**config.mk**
```make
export PLATFORM = sky130hd
export DESIGN_NAME = ppu_seq_ctrl_flat
export DESIGN_NICKNAME = d
export VERILOG_FILES = /design/src/rtl/ppu_pkg.sv /design/src/rtl/ppu_seq_ctrl_if.sv /design/src/rtl/ppu_out_fifo.sv /design/src/rtl/ppu_seq_ctrl.sv /design/src/flat_wrapper.sv
export SDC_FILE = /design/constraint.sdc
export NUM_CORES = 1
export LEC_CHECK = 0
export ABC_AREA = 1
export BUFFER_PORTS_ARGS = -buffer_cell sky130_fd_sc_hd__buf_2
export CORE_MARGIN = 4
export CORE_UTILIZATION = 30
export DETAILED_ROUTE_END_ITERATION = 10
export GPL_TIMING_DRIVEN = 0
export PLACE_DENSITY = 0.52
export SYNTH_ARGS = -nofsm -noshare
export SYNTH_HDL_FRONTEND = slang
export SYNTH_HIERARCHICAL = 1
export SYNTH_SLANG_ARGS = --single-unit
```
**constraint.sdc**
```tcl
create_clock -name clk -period 3.67 [get_ports clk]
set_input_delay 0.5505 -clock clk [delete_from_list [all_inputs] [get_ports clk]]
set_output_delay 0.5505 -clock clk [all_outputs]
set_load 0.02 [all_outputs]
```
**src/rtl/ppu_pkg.sv**
```systemverilog
// ppu_pkg: shared FSM state type and PPU latency constants for the PPU sequencer
package ppu_pkg;
    typedef enum logic [1:0] {IDLE, RUN, DRAIN, DONE} state_e;
    localparam int PPU_LAT_BYPASS = 1;
    localparam int PPU_LAT_POOL = 2;
endpackage

```
**src/rtl/ppu_seq_ctrl_if.sv**
```systemverilog
// ppu_seq_ctrl_if: psum input stream and result output stream of the PPU sequencer
interface ppu_seq_ctrl_if #(parameter int DATA_BITS = 32, parameter int ADDR_W = 16);
    logic                 in_valid;
    logic                 in_ready;
    logic [DATA_BITS-1:0] in_data;
    logic                 out_valid;
    logic                 out_ready;
    logic [7:0]           out_data;
    logic [ADDR_W-1:0]    out_addr;
    modport master (output in_valid, in_data, out_ready, input in_ready, out_valid, out_data, out_addr);
    modport slave (input in_valid, in_data, out_ready, output in_ready, out_valid, out_data, out_addr);
endinterface

```
**src/rtl/ppu_out_fifo.sv**
```systemverilog
// ppu_out_fifo: synchronous FIFO with occupancy count; push and pop may coincide even when full
module ppu_out_fifo #(parameter int WIDTH = 8, parameter int DEPTH = 4) (
    input  logic                   clk,
    input  logic                   rst,
    input  logic                   push,
    input  logic                   pop,
    input  logic [WIDTH-1:0]       din,
    output logic [WIDTH-1:0]       dout,
    output logic                   empty,
    output logic [$clog2(DEPTH):0] count
);
    localparam int AW = $clog2(DEPTH);
    logic [WIDTH-1:0] mem_q [DEPTH];
    logic [WIDTH-1:0] mem_d [DEPTH];
    logic [AW-1:0] wr_q, wr_d, rd_q, rd_d;
    logic [AW:0] cnt_q, cnt_d;
    logic full;
    assign full = cnt_q == (AW+1)'(DEPTH);
    assign empty = cnt_q == '0;
    assign count = cnt_q;
    assign dout = mem_q[rd_q];
    always_comb begin
        mem_d = mem_q;
        if (push) mem_d[wr_q] = din;
        wr_d = wr_q + AW'(push);
        rd_d = rd_q + AW'(pop);
        cnt_d = cnt_q + (AW+1)'(push) - (AW+1)'(pop);
    end
    always_ff @(posedge clk or posedge rst) begin
        if (rst) begin
            mem_q <= '{default: '0};
            wr_q <= '0;
            rd_q <= '0;
            cnt_q <= '0;
        end else begin
            mem_q <= mem_d;
            wr_q <= wr_d;
            rd_q <= rd_d;
            cnt_q <= cnt_d;
        end
    end
    // Credit gating upstream guarantees a free slot for every push
    a_no_overflow: assert property (@(posedge clk) disable iff (rst) !(push && full && !pop));
endmodule

```
**src/rtl/ppu_seq_ctrl.sv**
```systemverilog
// ppu_seq_ctrl: feeds one PPU from the psum stream, tracks its latency and buffers
// results with their output-buffer addresses; input is credit-gated on FIFO space.
module ppu_seq_ctrl import ppu_pkg::*; #(
    parameter int DATA_BITS = 32,
    parameter int ADDR_W = 16,
    parameter int OUT_DEPTH = 4
) (
    input  logic                 clk,
    input  logic                 rst,
    input  logic                 cfg_start,
    input  logic                 cfg_relu_en,
    input  logic [5:0]           cfg_scaling,
    input  logic                 cfg_pool_en,
    input  logic [3:0]           cfg_pool_len,
    input  logic [ADDR_W-1:0]    cfg_out_cnt,
    input  logic [ADDR_W-1:0]    cfg_base_addr,
    output logic                 busy,
    output logic                 done,
    ppu_seq_ctrl_if.slave        s,
    output logic [DATA_BITS-1:0] ppu_data_in,
    output logic [5:0]           ppu_scaling_factor,
    output logic                 ppu_relu_en,
    output logic                 ppu_relu_sel,
    output logic                 ppu_maxpool_en,
    output logic                 ppu_maxpool_init,
    input  logic [7:0]           ppu_data_out
);
    localparam int CW = $clog2(OUT_DEPTH) + 1;
    state_e state_q, state_d;
    logic relu_q, relu_d, pool_q, pool_d, tag1_q, tag1_d, tag2_q, tag2_d;
    logic [5:0] scale_q, scale_d;
    logic [3:0] len_q, len_d, elem_q, elem_d;
    logic [ADDR_W-1:0] cnt_q, cnt_d, base_q, base_d, win_q, win_d, idx_q, idx_d;
    logic [CW-1:0] fly_q, fly_d, fifo_cnt;
    logic [CW:0] used;
    logic fire, win_end, fifo_empty, pop;
    assign used = {1'b0, fifo_cnt} + {1'b0, fly_q};
    // The first element of a window needs a free credit; later ones already hold it
    assign s.in_ready = state_q == RUN && (elem_q != '0 || used < (CW+1)'(OUT_DEPTH));
    assign fire = s.in_valid && s.in_ready;
    assign win_end = fire && elem_q == len_q - 4'd1;
    assign ppu_maxpool_en = fire && pool_q;
    assign ppu_maxpool_init = ppu_maxpool_en && elem_q == '0;
    assign ppu_data_in = s.in_data;
    assign ppu_scaling_factor = scale_q;
    assign ppu_relu_en = relu_q;
    assign ppu_relu_sel = pool_q;
    assign busy = state_q != IDLE;
    assign done = state_q == DONE;
    assign s.out_valid = !fifo_empty;
    assign pop = s.out_valid && s.out_ready;
    always_comb begin
        state_d = state_q;
        relu_d = relu_q;
        pool_d = pool_q;
        scale_d = scale_q;
        len_d = len_q;
        cnt_d = cnt_q;
        base_d = base_q;
        elem_d = fire ? (win_end ? 4'd0 : elem_q + 4'd1) : elem_q;
        win_d = win_q + ADDR_W'(win_end);
        idx_d = idx_q + ADDR_W'(tag2_q);
        fly_d = fly_q + CW'(fire && elem_q == '0) - CW'(tag2_q);
        tag1_d = win_end && pool_q;
        tag2_d = tag1_q || (win_end && !pool_q);
        case (state_q)
            IDLE: if (cfg_start) begin
                relu_d = cfg_relu_en;
                pool_d = cfg_pool_en;
                scale_d = cfg_scaling;
                len_d = cfg_pool_en && cfg_pool_len != '0 ? cfg_pool_len : 4'd1;
                cnt_d = cfg_out_cnt;
                base_d = cfg_base_addr;
                elem_d = '0;
                win_d = '0;
                idx_d = '0;
                fly_d = '0;
                state_d = cfg_out_cnt == '0 ? DONE : RUN;
            end
            RUN: state_d = win_end && win_q == cnt_q - ADDR_W'(1) ? DRAIN : RUN;
            DRAIN: state_d = !tag1_q && !tag2_q && fifo_empty ? DONE : DRAIN;
            default: state_d = IDLE;
        endcase
    end
    always_ff @(posedge clk or posedge rst) begin
        if (rst) begin
            state_q <= IDLE;
            relu_q <= 1'b0;
            pool_q <= 1'b0;
            scale_q <= '0;
            len_q <= '0;
            cnt_q <= '0;
            base_q <= '0;
            elem_q <= '0;
            win_q <= '0;
            idx_q <= '0;
            fly_q <= '0;
            tag1_q <= 1'b0;
            tag2_q <= 1'b0;
        end else begin
            state_q <= state_d;
            relu_q <= relu_d;
            pool_q <= pool_d;
            scale_q <= scale_d;
            len_q <= len_d;
            cnt_q <= cnt_d;
            base_q <= base_d;
            elem_q <= elem_d;
            win_q <= win_d;
            idx_q <= idx_d;
            fly_q <= fly_d;
            tag1_q <= tag1_d;
            tag2_q <= tag2_d;
        end
    end
    ppu_out_fifo #(.WIDTH(8 + ADDR_W), .DEPTH(OUT_DEPTH)) u_fifo (
        .clk(clk),
        .rst(rst),
        .push(tag2_q),
        .pop(pop),
        .din({ppu_data_out, base_q + idx_q}),
        .dout({s.out_data, s.out_addr}),
        .empty(fifo_empty),
        .count(fifo_cnt)
    );
endmodule

```
**src/flat_wrapper.sv**
```systemverilog
// flat-port wrapper written by rule: the top's interface ports become plain ports
module ppu_seq_ctrl_flat import ppu_pkg::*;
#(
    parameter int DATA_BITS = 32,
    parameter int ADDR_W = 16,
    parameter int OUT_DEPTH = 4
)
  (clk, rst, cfg_start, cfg_relu_en, cfg_scaling, cfg_pool_en, cfg_pool_len, cfg_out_cnt, cfg_base_addr, busy, done, ppu_data_in, ppu_scaling_factor, ppu_relu_en, ppu_relu_sel, ppu_maxpool_en, ppu_maxpool_init, ppu_data_out, s_in_valid, s_in_data, s_out_ready, s_in_ready, s_out_valid, s_out_data, s_out_addr);
  ppu_seq_ctrl_if #(.DATA_BITS(DATA_BITS), .ADDR_W(ADDR_W)) s_i ();
  input  logic clk;
  input  logic rst;
  input  logic cfg_start;
  input  logic cfg_relu_en;
  input  logic [5:0] cfg_scaling;
  input  logic cfg_pool_en;
  input  logic [3:0] cfg_pool_len;
  input  logic [ADDR_W-1:0] cfg_out_cnt;
  input  logic [ADDR_W-1:0] cfg_base_addr;
  output logic busy;
  output logic done;
  output logic [DATA_BITS-1:0] ppu_data_in;
  output logic [5:0] ppu_scaling_factor;
  output logic ppu_relu_en;
  output logic ppu_relu_sel;
  output logic ppu_maxpool_en;
  output logic ppu_maxpool_init;
  input  logic [7:0] ppu_data_out;
  input wire logic [$bits(s_i.in_valid)-1:0] s_in_valid;
  input wire logic [$bits(s_i.in_data)-1:0] s_in_data;
  input wire logic [$bits(s_i.out_ready)-1:0] s_out_ready;
  output wire logic [$bits(s_i.in_ready)-1:0] s_in_ready;
  output wire logic [$bits(s_i.out_valid)-1:0] s_out_valid;
  output wire logic [$bits(s_i.out_data)-1:0] s_out_data;
  output wire logic [$bits(s_i.out_addr)-1:0] s_out_addr;
  assign s_i.in_valid = s_in_valid;
  assign s_i.in_data = s_in_data;
  assign s_i.out_ready = s_out_ready;
  assign s_in_ready = s_i.in_ready;
  assign s_out_valid = s_i.out_valid;
  assign s_out_data = s_i.out_data;
  assign s_out_addr = s_i.out_addr;
  ppu_seq_ctrl #(.DATA_BITS(DATA_BITS), .ADDR_W(ADDR_W), .OUT_DEPTH(OUT_DEPTH)) u_core (.clk(clk), .rst(rst), .cfg_start(cfg_start), .cfg_relu_en(cfg_relu_en), .cfg_scaling(cfg_scaling), .cfg_pool_en(cfg_pool_en), .cfg_pool_len(cfg_pool_len), .cfg_out_cnt(cfg_out_cnt), .cfg_base_addr(cfg_base_addr), .busy(busy), .done(done), .s(s_i), .ppu_data_in(ppu_data_in), .ppu_scaling_factor(ppu_scaling_factor), .ppu_relu_en(ppu_relu_en), .ppu_relu_sel(ppu_relu_sel), .ppu_maxpool_en(ppu_maxpool_en), .ppu_maxpool_init(ppu_maxpool_init), .ppu_data_out(ppu_data_out));
endmodule
```
==> impl_metrics.tcl <==
set metrics [dict create \
    run_status "complete, no violations" \
    clk-insertion-delay-late_ns 0.44 \
    worst_rel_slew_slack_pct 51.1 \
    drc_errors 0 \
    cts_resized 0 \
    grt_start_max_net_pins 59 \
    yosys_warnings 6 \
    grt_first_pass_wirelength_mm 50.4 \
    placementRows 69 \
    ys_ff_latch 190 \
    hold_path_class "input pin to asynchronous set/reset pin" \
    timing.rr.end "u_core/win_q[14]" \
    skew_ns 0.0154 \
    clock-sinks 190 \
    gp_congestion 0.823 \
    fmax_ghz 0.311 \
    initial_core_util_pct 30.4 \
    pwr_density_cell_nw_per_um2 680 \
    pins_over_slew_limit 0 \
    rsz0062_at_grt "no" \
    clock-root-buffer "clkbuf_16" \
    floorplan.die.width_um 198 \
    avgSynthCellArea_um2 7.41 \
    final_cell_area_um2 12700 \
    htree_levels 4 \
    ff2ff_setup_slack_ns 0.45 \
    worst_pin_slew_ns 0.734 \
    timing.rr.start "u_core/u_fifo/count[2]" \
    worstSetupStartpoint "u_core/u_fifo/count[2]" \
    setup_tns_ns 0 \
    antenna_found_initial 1 \
    via_count 9502 \
    period_needed_ns 3.22 \
    height_of_the_die_um 198 \
    global_route.overflow_total 0 \
    worst-path-max-fanout 7 \
    cts.reportedPaths.clkPinSlew_ns 0.07 \
    report.final.hold_viol_count 0 \
    routed_via_density 4.56 \
    detail_route.first_pass.iterations 7 \
    postPlaceCellArea_um2 12100 \
    nets 1732 \
    cp.arrival_ns 3.54 \
    drt_iter0_markers 604 \
    ctsLongestPathBuffers 2 \
    design.core.area_um2 35600 \
    critPathCapture "u_core/win_q[14]" \
    grt_usage_pct 16.2 \
    tritoncts "built" \
    post_drt_wl_per_cell_um 14.9 \
    end_kind "register" \
    r2r.worst_path.cells 16 \
    netlist_area_um2 10800 \
    cellLeakagePower_nw 6.88 \
    final.period_utilization_pct 87.8 \
    vdd_ir_drop_max_mv 0.384 \
    num_antenna_cells 0 \
    hold_slack_ns 0.193 \
    yosys.cell_types.count 39 \
    holdBufCountCts 0 \
    synth.yosys.seq_area_share_pct 43.9 \
    drv_cap 0 \
    drt_wl_total_mm 31.0 \
    final_layout_size_suffix_gt1_share_pct 15.4 \
    syn2layout_area_growth_pct 16.9 \
    timing.setup.critical_path_class "register to register" \
    mappedNetlistNets 1585 \
    required_ns 3.99 \
    setup_viol 0 \
    setup.worst_path.start_class "register" \
    total_die_area_um2 39200 \
    ant_nets 0 \
    portBuffers 126 \
    cts_post_setup_buffers_inserted 0 \
    num_io_pins 159 \
    synth_cells 1462 \
    cts-buffers-inserted 17 \
    first_global_vias 9410 \
    detailedPlacementHpwl_mm 22.9 \
]
==> flip-flops by register name, summed over array words and instances (netlist names), 3 cells and up <==
name                       cells
u_core/fly_q                   3
u_core/len_q                   4
u_core/u_fifo/count            3
u_core/cnt_q                  16
u_core/idx_q                  16
u_core/ppu_scaling_factor      6
u_core/u_fifo/mem_q           96
u_core/elem_q                  4
u_core/win_q                  16
u_core/base_q                 16
==> cell families (layout without fill, tap and decap cells) <==
logic type | after synthesis | after routing | share of synthesized area (%)
buf+inv | 315 | 474 | 12.5
xor+xnor | 32 | 32 | 2.79
simple gates | 775 | 775 | 31.1
flops | 190 | 190 | 43.9
fa+ha+maj | 34 | 34 | 4.14
compound gates | 116 | 116 | 5.56
==> cells in the mapped netlist, drive strengths merged <==
master	n	share of area, %
a211oi	2	0.14
a21boi	1	0.069
a21o	2	0.14
a21oi	37	1.7
a31oi	7	0.40
and2	1	0.058
and3	1	0.069
buf	63	3.8
clkbuf	27	0.94
clkinv	2	0.069
dfrtp	190	44
fa	3	0.55
ha	31	3.6
inv	223	7.7
nand2	497	17
nand3	119	5.8
nand3b	3	0.21
nand4	56	3.2
nor2	72	2.8
nor3	16	0.79
nor4	8	0.74
o21ai	67	3.1
or2	2	0.12
xnor2	11	0.96
xnor3	1	0.21
xor2	20	1.6
==> critical path, stage by stage, from the launching register on <==
cell,delay (ns)
dfrtp_1,0.41
ha_1,0.28
nor3_1,0.19
nand2_1,0.09
nand2_1,0.10
nand3_2,0.15
nor2_1,0.30
ha_1,0.25
ha_1,0.19
nand3_1,0.19
nor4_4,0.30
nand3_2,0.16
nor2_4,0.15
nand3_2,0.09
xnor2_2,0.14
inv_1,0.06
nor2_2,0.03
==> layout by cell type, fill, tap and decap left out, drive strengths merged, types with 6 or more instances in the layout <==
| master | instances |
|---|---|
| a21oi | 37 |
| a31oi | 7 |
| buf | 191 |
| clkbuf | 47 |
| clkinv | 6 |
| dfrtp | 190 |
| ha | 31 |
| inv | 226 |
| nand2 | 497 |
| nand3 | 119 |
| nand4 | 56 |
| nor2 | 72 |
| nor3 | 16 |
| nor4 | 8 |
| o21ai | 67 |
| xnor2 | 11 |
| xor2 | 20 |
==> cell type report <==
type | count | area (µm²)
clock inverters | 11 | 109
multi-input cells | 957 | 4720
inverters | 225 | 850
plain buffers | 90 | 510
fillers | 3900 | 22900
repair buffers | 128 | 686
flip-flops and latches | 190 | 4750
well taps | 461 | 577
clock buffers | 20 | 457
==> routing by layer <==
metal  global-route usage [%]  wire, µm  vias to the layer above
met5                        0        13                        -
met4                     4.49       465                        2
met3                     3.05      1410                       28
met2                     26.1     14500                      177
met1                     22.3     14600                     4446
li1                         -         -                     4849
==> power breakdown <==
part           leakage, nW  total (W)  internal, W  switching [W]
combinational         4.24    0.00364      0.00118        0.00246
sequential            2.36    0.00313      0.00272       0.000413
clock                0.271    0.00184     0.000977       0.000860
total                 6.88    0.00861      0.00488        0.00373
==> worst min-delay path by stage <==
stage                                         to  depth (start not counted)
floorplan                          u_core/tag2_q                          2
global placement                   u_core/tag2_q                          2
detailed placement  u_core/ppu_scaling_factor[5]                          2
CTS                 u_core/ppu_scaling_factor[3]                          2
global route        u_core/ppu_scaling_factor[3]                          2
finish              u_core/ppu_scaling_factor[3]                          2
==> metrics by stage <==
step	std cells	total power, W	util (%)	setup slack, ns
CTS	2082	0.00869	35.6	0.371
finish	2082	0.00861	35.6	0.450
detailed placement	2051	0.00682	34.0	0.396
floorplan	1462	0.00562	-	0.416
global placement	2049	0.00675	33.8	-1.22
global route	2082	0.00936	35.6	0.0748
(Power assumes the default switching activity.)
